`config.mk`:
```
export PLATFORM = sky130hd
export DESIGN_NAME = serial_compare_ctrl
export DESIGN_NICKNAME = d
export VERILOG_FILES = /design/src/rtl/serial_compare_ctrl.sv
export SDC_FILE = /design/constraint.sdc
export NUM_CORES = 1
export LEC_CHECK = 0
export ABC_AREA = 1
export BUFFER_PORTS_ARGS = -buffer_cell sky130_fd_sc_hd__buf_2
export CAP_MARGIN = 10
export CORE_MARGIN = 8
export CORE_UTILIZATION = 30
export CTS_BUF_LIST = sky130_fd_sc_hd__clkbuf_8 sky130_fd_sc_hd__clkbuf_16
export CTS_CLUSTER_DIAMETER = 120
export DETAILED_ROUTE_END_ITERATION = 12
export HOLD_SLACK_MARGIN = 0.12
export MAX_ROUTING_LAYER = met4
export PLACE_DENSITY = 0.61
export SLEW_MARGIN = 20
export SYNTH_ARGS = -nofsm -noshare
export SYNTH_HDL_FRONTEND = slang
export SYNTH_SLANG_ARGS = --single-unit
```
`constraint.sdc`:
```
create_clock -name iClk -period 1.8 [get_ports iClk]
set_input_delay 0.36 -clock iClk [delete_from_list [all_inputs] [get_ports iClk]]
set_output_delay 0.36 -clock iClk [all_outputs]
set_load 0.05 [all_outputs]
```
`src/rtl/serial_compare_ctrl.sv`:
```
// serial_compare_ctrl
// Compares two WIDTH-bit unsigned operands one nibble per clock on a single
// 4-bit cascade comparator. The sequence runs from LSB nibble to MSB nibble,
// so higher nibbles override lower ones. WIDTH must be a multiple of 4 and >= 4.
module serial_compare_ctrl #(
  parameter int WIDTH = 16
) (
  input  logic             iClk,
  input  logic             iRst_n,
  input  logic             iStart,
  input  logic             iClear,
  input  logic [WIDTH-1:0] iData_a,
  input  logic [WIDTH-1:0] iData_b,
  output logic             oBusy,
  output logic             oDone,
  output logic [2:0]       oResult
);

  localparam int NIB   = WIDTH / 4;
  localparam int IDX_W = (NIB > 1) ? $clog2(NIB) : 1;
  localparam logic [IDX_W-1:0] LAST_IDX = IDX_W'(NIB - 1);

  localparam logic [2:0] RES_GT   = 3'b100;
  localparam logic [2:0] RES_LT   = 3'b010;
  localparam logic [2:0] RES_EQ   = 3'b001;
  localparam logic [2:0] RES_NONE = 3'b000;

  typedef enum logic [1:0] {
    IDLE = 2'd0,
    RUN  = 2'd1,
    DONE = 2'd2
  } state_t;

  state_t           state;
  state_t           state_next;
  logic [WIDTH-1:0] op_a;
  logic [WIDTH-1:0] op_b;
  logic [WIDTH-1:0] shifted_a;
  logic [WIDTH-1:0] shifted_b;
  logic [IDX_W-1:0] idx;
  logic [2:0]       cas;
  logic [2:0]       cmp;
  logic [3:0]       nib_a;
  logic [3:0]       nib_b;
  logic [2:0]       result;
  logic             done;
  logic             accept;
  logic             last_nib;

  assign accept   = (state == IDLE) && iStart && !iClear;
  assign last_nib = (idx == LAST_IDX);

  // Select the current nibble by shifting it down to the bottom of the operand.
  assign shifted_a = op_a >> {idx, 2'b00};
  assign shifted_b = op_b >> {idx, 2'b00};
  assign nib_a     = shifted_a[3:0];
  assign nib_b     = shifted_b[3:0];

  // The shared 4-bit cascade comparator: a differing nibble decides, otherwise pass the cascade on.
  always_comb begin
    cmp = cas;
    if (nib_a > nib_b) begin
      cmp = RES_GT;
    end else if (nib_a < nib_b) begin
      cmp = RES_LT;
    end
  end

  // State register.
  always_ff @(posedge iClk or negedge iRst_n) begin
    if (!iRst_n) begin
      state <= IDLE;
    end else begin
      state <= state_next;
    end
  end

  // Next-state logic; iClear wins over everything and always returns to IDLE.
  always_comb begin
    state_next = state;
    case (state)
      IDLE: begin
        if (accept) begin
          state_next = RUN;
        end
      end
      RUN: begin
        if (iClear) begin
          state_next = IDLE;
        end else if (last_nib) begin
          state_next = DONE;
        end
      end
      DONE: begin
        state_next = IDLE;
      end
      default: begin
        state_next = IDLE;
      end
    endcase
  end

  // Datapath: latch operands on accept, walk the nibbles in RUN, publish the verdict on the last one.
  always_ff @(posedge iClk or negedge iRst_n) begin
    if (!iRst_n) begin
      op_a   <= '0;
      op_b   <= '0;
      idx    <= '0;
      cas    <= RES_EQ;
      result <= RES_NONE;
    end else begin
      if (accept) begin
        op_a <= iData_a;
        op_b <= iData_b;
        idx  <= '0;
        cas  <= RES_EQ;
      end else if ((state == RUN) && !iClear) begin
        cas <= cmp;
        if (last_nib) begin
          result <= cmp;
        end else begin
          idx <= idx + 1'b1;
        end
      end
    end
  end

  // Done pulse: set only by a completed run, so it self-clears on the following edge.
  always_ff @(posedge iClk or negedge iRst_n) begin
    if (!iRst_n) begin
      done <= 1'b0;
    end else begin
      done <= (state == RUN) && !iClear && last_nib;
    end
  end

  assign oBusy   = (state != IDLE);
  assign oDone   = done;
  assign oResult = result;

endmodule

```
==> results.md, run 1 <==
* Setup violations, final at 1
* Fmax achieved at ~550 MHz
* Die Area at between 9000 and 10000 um2
* CTS Buf Count at 5
* Filler instances at ~650
* Share of cells above drive strength 1 at a little over a third
* Startpoint types: flop
* Area grow syn2layout at 32.7%
* Yosys warnings at 0
* Final Hold Fails at 0
* Iter 0 DRT Violations at 66
* Ant. Diodes at 0
* Vias in the first global route at ~1700
* RSZ-0062 raised after global routing: true
* Setup TNS at -10.6 ps
* Most frequent cell after synthesis: nand2_1
* CP max FO at 7
* CTS tree: built
* Initial core utilization at between 30% and 40%
* Mean routed wirelength per cell at 13.3 um
* Num ports at a little over 40
* Via/cell ratio at ~4.5
* Top cells by count, synth: nand2_1, dfrtp_1, o21ai_0
* Netlist cell types at 22
* Max-slew violation count at 0
* RD Place Congestion at roughly 0.86
* Final #Nets at 343
* Failing checks: setup timing
* Synthesized instance count at 251
* WP data arrival at 2000 ps
* Total power at about 4800 uW
* Crit Path Class: flop to flop
* Post-synth EDFFs at 0
* Via count at approximately 1700
* Core ar. at 6720 um2
* Initial antenna violation count at 0
* Clock transition at path regs at 80 ps
* Crit-path max cell delay at about 500 ps
* Largest net degree at the start of global routing at 34
* Avg Inst Size Synth at 8.21 um2
* Htree depth at 2
* Total global-route track usage at about a tenth
* Post-synth top area cell: dfrtp_1
* Clock buffer depth at 2
* Die height at 98.9 um
* CTS Sinks at 43
* Fin crit share at 101%
* Global route overflow at 0
* Highest-delay cell along the critical path: dfrtp_2
* Sequential area share after synthesis at a little over half
* Synth area leaders: dfrtp_1, nand2_1, o21ai_0, nor2_1, ha_1
* Synth Register Bits at 43
* Setup clock skew after layout at 10.9 ps
* Cell Area, Synth at slightly above 2000 um2
* Max VDD drop at 0.576 mV
* Cell row count at 30
* Clock Latency Late Sink at roughly 300 ps
* Post-route ant nets at 0
* Fin crit period at ~1800 ps
* Hold Path Class: primary input to flop
* Ys async rst share at 100%
* Max-cap viol count at 0
* Final worst slack at -10.6 ps
* HPWL after DPL at 3470 um
* Synth Flop Type: dfrtp_1
* Top-area cell type share of the netlist area at about 51%
* Worst EP required at 1990 ps
* Chip Width at 98.9 um
* DRT Pass-1 Iters at 4
* Port bufs at 40
* Worst-path cell chain: buf_6 -> nor2_1 -> o22ai_2 -> ha_4 -> nand2_4 -> inv_2 -> nand2_2 -> nand2_4 -> nand2_2 -> nand2_1 -> nand2_1
* Worst Tran Pin Value at just over 500 ps
* Crit end category: flop
* Status: finished, violations left
* CTS Root Cell: clkbuf_8
* Routed WL at ~5100 um
* Relative slew slack at ~66%
* DRC viols at 0
* P_leak at 0.00142 uW
* P per Cell Area at approximately 1800 nW/um2
* Synthesized Nets at ~290
* First-pass GRT wire length at around 8000 um
layer usage:
metal | part of all wire (%) | up-vias | track usage, %
met5 | 0 | - | -
met4 | 2.3 | 0 | 4.25
met3 | 3.5 | 12 | 1.90
met2 | 47 | 37 | 15.6
met1 | 47 | 773 | 13.2
li1 | - | 890 | -
stage by stage:
stage	setup WS [ps]	area (um2)	hold slack (ps)	instances	util (%)
after floorplan	74.5	2060	64.4	251	-
after global placement	33.9	2360	354	370	35.2
after detailed placement	-20.7	2360	359	370	35.2
after CTS	1.45	2530	244	380	37.7
after global routing	-102	2730	249	383	40.7
final	-10.6	2730	246	383	40.7
registers in the layout, indices dropped and copies added (netlist names):
register,cells
idx,2
op_b,16
state,2
op_a,16
cas,3
oDone,1
oResult,3
power by group:
| part | internal (uW) | switching (uW) |
|---|---|---|
| Sequential | 1230 | 198 |
| Clock | 549 | 321 |
| Combinational | 1060 | 1450 |
| Total | 2830 | 1970 |
cell type report:
class	instances	area (um2)	share of cell area, %
sequential	43	1080	39.5
timing repair inverter	1	6.26	0.229
inverter	15	63.8	2.34
timing repair buffer	51	313	11.4
clock buffer	5	68.8	2.52
multi-input combinational	185	1040	38.0
tap	80	100	3.66
clock inverter	3	63.8	2.34
logic make-up (layout without fill, tap and decap cells):
logic type	count (synthesis)	in the layout	synth area share [%]
flops	43	43	52.3
simple gates	152	152	31.0
buf+inv	23	75	5.89
fa+ha+maj	5	5	3.04
compound gates	28	28	7.78
path summary, 6_finish.rpt:
kind                                        start                endpoint  slack (ps)  cells after the start
max                            idx[0]$_DFFE_PN0P_      cas[1]$_DFFE_PN0P_         -10                     11
min                                    iData_a[5]     op_a[5]$_DFFE_PN0P_         250                      3
max reg2reg                    idx[0]$_DFFE_PN0P_      cas[1]$_DFFE_PN0P_         -10                     11
min reg2reg                oResult[2]$_DFFE_PN0P_  oResult[2]$_DFFE_PN0P_         480                      2
max in group asynchronous                  iRst_n    op_a[11]$_DFFE_PN0P_         750                      3
min in group asynchronous                  iRst_n     op_b[6]$_DFFE_PN0P_         560                      2
cells in the final DEF, fill, tap and decap left out, drive strengths merged:
| cell type | instances |
|---|---|
| a21oi | 1 |
| buf | 50 |
| bufinv | 2 |
| clkbuf | 5 |
| clkinv | 1 |
| dfrtp | 42 |
| dfstp | 1 |
| dlygate4sd3 | 1 |
| ha | 5 |
| inv | 16 |
| nand2 | 124 |
| nand3 | 5 |
| nor2 | 19 |
| nor3 | 4 |
| o21ai | 19 |
| o22a | 4 |
| o22ai | 4 |
worst max-delay path: cells and delay by family, from the launching register on:
family / cells / cell delay [ps]
adders and majority gates: 1 / 300
DFF: 1 / 500
and+or+nand+nor: 7 / 520
AOI/OAI and AO/OA: 1 / 130
buffers and inverters: 2 / 230
repair_timing:
item / in CTS / in global routing
gates cloned: 0 / 2
endpoints found under the setup margin: 6 / 6
pin swaps: 0 / 19
hold buffers: 1 / 0
endpoints found under the hold margin: 19 / 0
resized for setup: 6 / 52
buffers inserted: 1 / 1
Note: power is estimated with default switching activity, not from simulation.
==> run 2: changes to the inputs <==
- RECOVER_POWER: not set -> 50
- SLEW_MARGIN: 20 -> not set
==> results.md, run 2 (synthesis results as in run 1) <==
* Cell row count at 30 (unchanged)
* Worst Tran Pin Value at 553 ps (was 505 ps)
* Final Hold Fails at 0 (unchanged)
* Status: finished, violations left (unchanged)
* Vias in the first global route at 1663 (unchanged)
* Fin crit share at 101% (unchanged)
* DRC viols at 0 (unchanged)
* Die height at 98.9 um (unchanged)
* Comb pwr share at 52.2% (about the same)
* Setup violations, final at 1 (unchanged)
* Setup clock skew after layout at 10.9 ps (unchanged)
* Crit-path max cell delay at 500 ps (about the same)
* P_leak at 0.00142 uW (about the same)
* CTS Sinks at 43 (unchanged)
* Num ports at 41 (unchanged)
* Fmax achieved at 552 MHz (unchanged)
* Final worst slack at -10.6 ps (unchanged)
* RSZ-0062 raised after global routing: true (unchanged)
* Post-Layout Cell Count at 383 (unchanged)
* Hold_sp: iData_a[5] (unchanged)
* Global route overflow at 0 (unchanged)
* Via count at 1712 (unchanged)
* Reg2Reg Setup Slack at -10 ps (about the same)
* Hold EP: op_a[5]$_DFFE_PN0P_ (unchanged)
* Post-route ant nets at 0 (unchanged)
* Worst EP required at 1990 ps (about the same)
* WP data arrival at 2000 ps (about the same)
* Failing checks: setup timing (unchanged)
* Most common cell after layout, fill and taps aside: nand2_1 (unchanged)
* Worst reg2reg path startpoint: idx[0]$_DFFE_PN0P_ (unchanged)
* Final #Nets at 343 (unchanged)
* Hold Path Class: primary input to flop (unchanged)
* Int Pwr at 2830 uW (about the same)
* Biggest regs: op_a (16), op_b (16) (unchanged)
* CP max FO at 7 (unchanged)
* Via/cell ratio at 4.47 (unchanged)
* Worst-path cell chain: buf_6 -> nor2_1 -> o22ai_2 -> ha_4 -> nand2_4 -> inv_2 -> nand2_2 -> nand2_4 -> nand2_2 -> nand2_1 -> nand2_1 (unchanged)
* Filler instances at 655 (was 653)
* Crit end category: flop (unchanged)
* CTS tree: built (unchanged)
* Mean routed wirelength per cell at 13.3 um (about the same)
* Iter 0 DRT Violations at 65 (was 66)
* Largest net degree at the start of global routing at 34 (unchanged)
* Commonest cells after routing, fill and taps aside: nand2_1, dfrtp_1, buf_2, nor2_1, nand2_2 (unchanged)
* Initial core utilization at 30.7% (unchanged)
* Ant. Diodes at 0 (unchanged)
* R2r endpoint: cas[1]$_DFFE_PN0P_ (unchanged)
* Routed WL at 5080 um (about the same)
* HPWL after DPL at 3470 um (unchanged)
* Clock Latency Late Sink at 300 ps (about the same)
* Sw Pwr at 1970 uW (about the same)
* Startpoint types: flop (unchanged)
* Relative slew slack at 63.1% (was 66.3%)
* Clock buffer depth at 2 (unchanged)
* Net Sw Frac at 41.0% (about the same)
* Htree depth at 2 (unchanged)
* CTS Root Cell: clkbuf_8 (unchanged)
* Max-cap viol count at 0 (unchanged)
* First-pass GRT wire length at 7860 um (unchanged)
* DRT Pass-1 Iters at 4 (unchanged)
* Max-slew violation count at 0 (unchanged)
* Fin crit period at 1810 ps (unchanged)
* RD Place Congestion at 0.856 (unchanged)
* Port bufs at 40 (unchanged)
* Area of the multi-input gates at 1040 um2 (unchanged)
* Worst R2R Path Depth at 11 (unchanged)
* Initial antenna violation count at 0 (unchanged)
* Total global-route track usage at 10.3% (unchanged)
* Area grow syn2layout at 32.0% (was 32.7%)
* Hold path cells at 3 (unchanged)
* Core ar. at 6720 um2 (unchanged)
* Seq pwr share at 29.7% (about the same)
* Clock transition at path regs at 80 ps (about the same)
* Share of cells above drive strength 1 at 35.0% (unchanged)
* Register area at 1080 um2 (unchanged)
* Clock share of power at 18.1% (about the same)
* Die Area at 9770 um2 (unchanged)
* Chip Width at 98.9 um (unchanged)
* Placed cells at 370 (unchanged)
* Worst path buffer plus inverter count at 2 (unchanged)
* Final hold slack at 246 ps (unchanged)
* Max VDD drop at 0.576 mV (about the same)
* Crit Path Class: flop to flop (unchanged)
* Highest-delay cell along the critical path: dfrtp_2 (unchanged)
* Kind of cell adding the most delay to the critical path: simple AND/OR/NAND/NOR gates (unchanged)
* P per Cell Area at 1760 nW/um2 (about the same)
* CTS Buf Count at 5 (unchanged)
-- run 2: metal layers --
layer | global-route usage (%) | wire, um
met1 | 13.2 | 2400
met2 | 15.6 | 2390
met3 | 1.90 | 178
met4 | 4.25 | 116
met5 | - | 0
-- run 2: through the flow --
step	cell area (um2)	TNS, ps	worst slack, ps	power, uW	utilization [%]
3_5_place_dp	2360	-35.1	-20.7	2860	35.2
3_3_place_gp	2360	0	33.9	2830	35.2
6_report	2720	-10.6	-10.6	4800	40.4
4_1_cts	2530	0	1.45	3860	37.7
2_1_floorplan	2060	0	74.5	2450	-
5_1_grt	2720	-438	-102	5100	40.4
-- run 2: how the worst max path moves through the flow --
stage                             startpoint                      to  cells past startpoint  slack [ps]
final                     idx[0]$_DFFE_PN0P_      cas[1]$_DFFE_PN0P_                     11         -10
after global routing      idx[0]$_DFFE_PN0P_      cas[1]$_DFFE_PN0P_                     11        -100
after CTS                 idx[0]$_DFFE_PN0P_  oResult[2]$_DFFE_PN0P_                      9           1
after detailed placement  idx[0]$_DFFE_PN0P_      cas[1]$_DFFE_PN0P_                     11         -20
after global placement    idx[0]$_DFFE_PN0P_      cas[1]$_DFFE_PN0P_                     11          30
after floorplan           idx[0]$_DFFE_PN0P_  oResult[1]$_DFFE_PN0P_                     12          70
-- run 2: layout make-up --
cell class	count	area share (%)
Timing Repair inverter	1	0.230
Inverter	15	2.35
Timing Repair Buffer	51	11.0
Clock buffer	5	2.53
Clock inverter	3	2.35
Multi-Input combinational cell	185	38.2
Sequential cell	43	39.7
Tap cell	80	3.68
-- run 2: worst min-delay path, stage by stage --
cell and delay [ps]:
buf_2 70, nand2_1 40, nand2_1 40
-- run 2: power groups by stage --
stage	clock [uW]	combinational, uW	sequential [uW]
floorplan	0	1000	1450
global placement	0	1430	1400
detailed placement	0	1460	1400
CTS	890	1590	1390
global route	927	2720	1460
finish	869	2500	1420
-- run 2: what timing repair did --
item,CTS,global route
pin swaps,0,19
resized for setup,6,52
setup buffers,1,1
setup endpoints to repair,6,6
hold buffers,1,0
endpoints found under the hold margin,19,0
cloned,0,2
==> run 3: changes to the inputs <==
- CORE_ASPECT_RATIO: not set -> 1.2
==> results.md, run 3 (synthesis results as in run 1) <==
* Status: complete, no violations (was finished, violations left)
* Worst EP required at 2000 ps (was 1990 ps)
* Mean routed wirelength per cell at 13.4 um (was 13.3 um)
* Setup clock skew after layout at 5.97 ps (was 10.9 ps)
* Register area at 1080 um2 (unchanged)
* Max VDD drop at 0.687 mV (was 0.576 mV)
* Metal2 WL at 2700 um (was 2390 um)
* Via count at 1764 (was 1712)
* Total global-route track usage at 10.7% (was 10.3%)
* Setup violations, final at 0 (was 1)
* Max-slew violation count at 0 (unchanged)
* Final instance area at 2730 um2 (was 2720 um2)
* Final #Nets at 342 (was 343)
* Core ar. at 6730 um2 (was 6720 um2)
* Worst path buffer plus inverter count at 2 (unchanged)
* Vias in the first global route at 1765 (was 1663)
* Share of cells above drive strength 1 at 36.4% (was 35.0%)
* Clock transition at path regs at 80 ps (about the same)
* CP max FO at 6 (was 7)
* Placed Instance Area at 2380 um2 (was 2360 um2)
* Most frequent CP cell: nand2_4
* Biggest regs: op_a (16), op_b (16) (unchanged)
* Iter 0 DRT Violations at 80 (was 65)
* Final hold slack at 248 ps (was 246 ps)
* Relative slew slack at 62.2% (was 63.1%)
* Crit-path max cell delay at 480 ps (was 500 ps)
* Num ports at 41 (unchanged)
* CTS Root Cell: clkbuf_8 (unchanged)
* Total power at 4750 uW (was 4800 uW)
* DRT Pass-1 Iters at 4 (unchanged)
* DRC viols at 0 (unchanged)
* RSZ-0062 raised after global routing: true (unchanged)
* Post-route ant nets at 0 (unchanged)
* Chip Width at 91.6 um (was 98.9 um)
* Global route overflow at 0 (unchanged)
* Area grow syn2layout at 32.6% (was 32.0%)
* Commonest cells after routing, fill and taps aside: nand2_1, dfrtp_1, buf_2, nand2_2, nor2_1 (was nand2_1, dfrtp_1, buf_2, nor2_1, nand2_2)
* Worst Tran Pin Value at 567 ps (was 553 ps)
* Via/cell ratio at 4.53 (was 4.47)
* Filler instances at 682 (was 655)
* Largest net degree at the start of global routing at 35 (was 34)
* RD Place Congestion at 0.826 (was 0.856)
* Clock buffer depth at 2 (unchanged)
* Routed WL at 5210 um (was 5080 um)
* Die Area at 9780 um2 (was 9770 um2)
* CTS Buf Count at 5 (unchanged)
* Port bufs at 40 (unchanged)
* CTS tree: built (unchanged)
* Hold Path Class: primary input to flop (unchanged)
* WL met3 at 184 um (was 178 um)
* P_leak at 0.00141 uW (was 0.00142 uW)
* Cell row count at 33 (was 30)
* Fmax achieved at 561 MHz (was 552 MHz)
* Startpoint types: flop (unchanged)
* Final worst slack at 18.2 ps (was -10.6 ps)
* Crit end category: flop (unchanged)
* Kind of cell adding the most delay to the critical path: flip-flops (was simple AND/OR/NAND/NOR gates)
* First-pass GRT wire length at 8170 um (was 7860 um)
* Clock Latency Late Sink at 300 ps (about the same)
* Fin crit share at 99.0% (was 101%)
* P per Cell Area at 1740 nW/um2 (was 1760 nW/um2)
* WP data arrival at 1980 ps (was 2000 ps)
* Final Core Density at 40.6% (was 40.4%)
* Setup WS pre-CTS at 30.0 ps (was -20.7 ps)
* Max-cap viol count at 0 (unchanged)
* Initial antenna violation count at 0 (unchanged)
* HPWL after DPL at 3620 um (was 3470 um)
* Initial core utilization at 30.6% (was 30.7%)
* Ant. Diodes at 0 (unchanged)
* Die height at 107 um (was 98.9 um)
* Worst-path cell chain: buf_6 -> o21ai_2 -> o22a_1 -> ha_4 -> nand2_4 -> inv_2 -> nand2_2 -> nand2_4 -> nand2_4 -> nand2_2 -> nand2_1 (was buf_6 -> nor2_1 -> o22ai_2 -> ha_4 -> nand2_4 -> inv_2 -> nand2_2 -> nand2_4 -> nand2_2 -> nand2_1 -> nand2_1)
* DR top layer: met4 (unchanged)
* Area of the multi-input gates at 1040 um2 (about the same)
* Htree depth at 2 (unchanged)
* CTS Sinks at 43 (unchanged)
* Highest-delay cell along the critical path: dfrtp_2 (unchanged)
* Fin crit period at 1780 ps (was 1810 ps)
* Met1 wire length at 2190 um (was 2400 um)
* Final Hold Fails at 0 (unchanged)
* Most common cell after layout, fill and taps aside: nand2_1 (unchanged)
* Crit Path Class: flop to flop (unchanged)
[run 3: worst min-delay path, cell delays in order]
cell     delay [ps]
buf_2            70
nand2_1          40
nand2_1          40
[run 3: path summary, 6_finish.rpt]
| kind | from | to | slack (ps) | cells past startpoint |
|---|---|---|---|---|
| worst max-delay path | idx[0]$_DFFE_PN0P_ | cas[1]$_DFFE_PN0P_ | 20 | 11 |
| worst min-delay path | iData_b[15] | op_b[15]$_DFFE_PN0P_ | 250 | 3 |
| worst max register to register | idx[0]$_DFFE_PN0P_ | cas[1]$_DFFE_PN0P_ | 20 | 11 |
| worst min register to register | oResult[1]$_DFFE_PN0P_ | oResult[1]$_DFFE_PN0P_ | 470 | 2 |
| max in group asynchronous | iRst_n | idx[0]$_DFFE_PN0P_ | 240 | 3 |
| min in group asynchronous | iRst_n | op_a[1]$_DFFE_PN0P_ | 580 | 2 |
[run 3: what timing repair did]
item	4_1_cts	5_1_grt
hold endpoints to repair	20	0
endpoints found under the setup margin	0	6
buffers inserted	0	1
hold buffers	1	0
gates resized for setup	0	63
[run 3: layout make-up]
class / count / share of cell area, %
inverter: 15 / 2.34
multi-input combinational: 185 / 38.0
sequential: 43 / 39.5
clock inverter: 3 / 2.34
timing repair inverter: 1 / 0.229
tap: 87 / 3.99
clock buffer: 5 / 2.52
timing repair buffer: 50 / 11.1
[run 3: per-stage QoR]
stage / cells / TNS, ps
after floorplan: 251 / 0
after global placement: 377 / 0
after detailed placement: 377 / 0
after CTS: 386 / 0
after global routing: 389 / -272
final: 389 / 0
[run 3: metal layers]
metal / vias to the layer above / global-route usage [%]
li1: 889 / -
met1: 830 / 12.4
met2: 35 / 17.4
met3: 10 / 2.52
met4: 0 / 4.22
met5: - / -
[run 3: report_power, final]
group	switching, uW	leakage (uW)	internal [uW]	total [uW]
Clock	327	0.0000695	549	876
Sequential	195	0.000540	1230	1420
Combinational	1420	0.000803	1030	2450
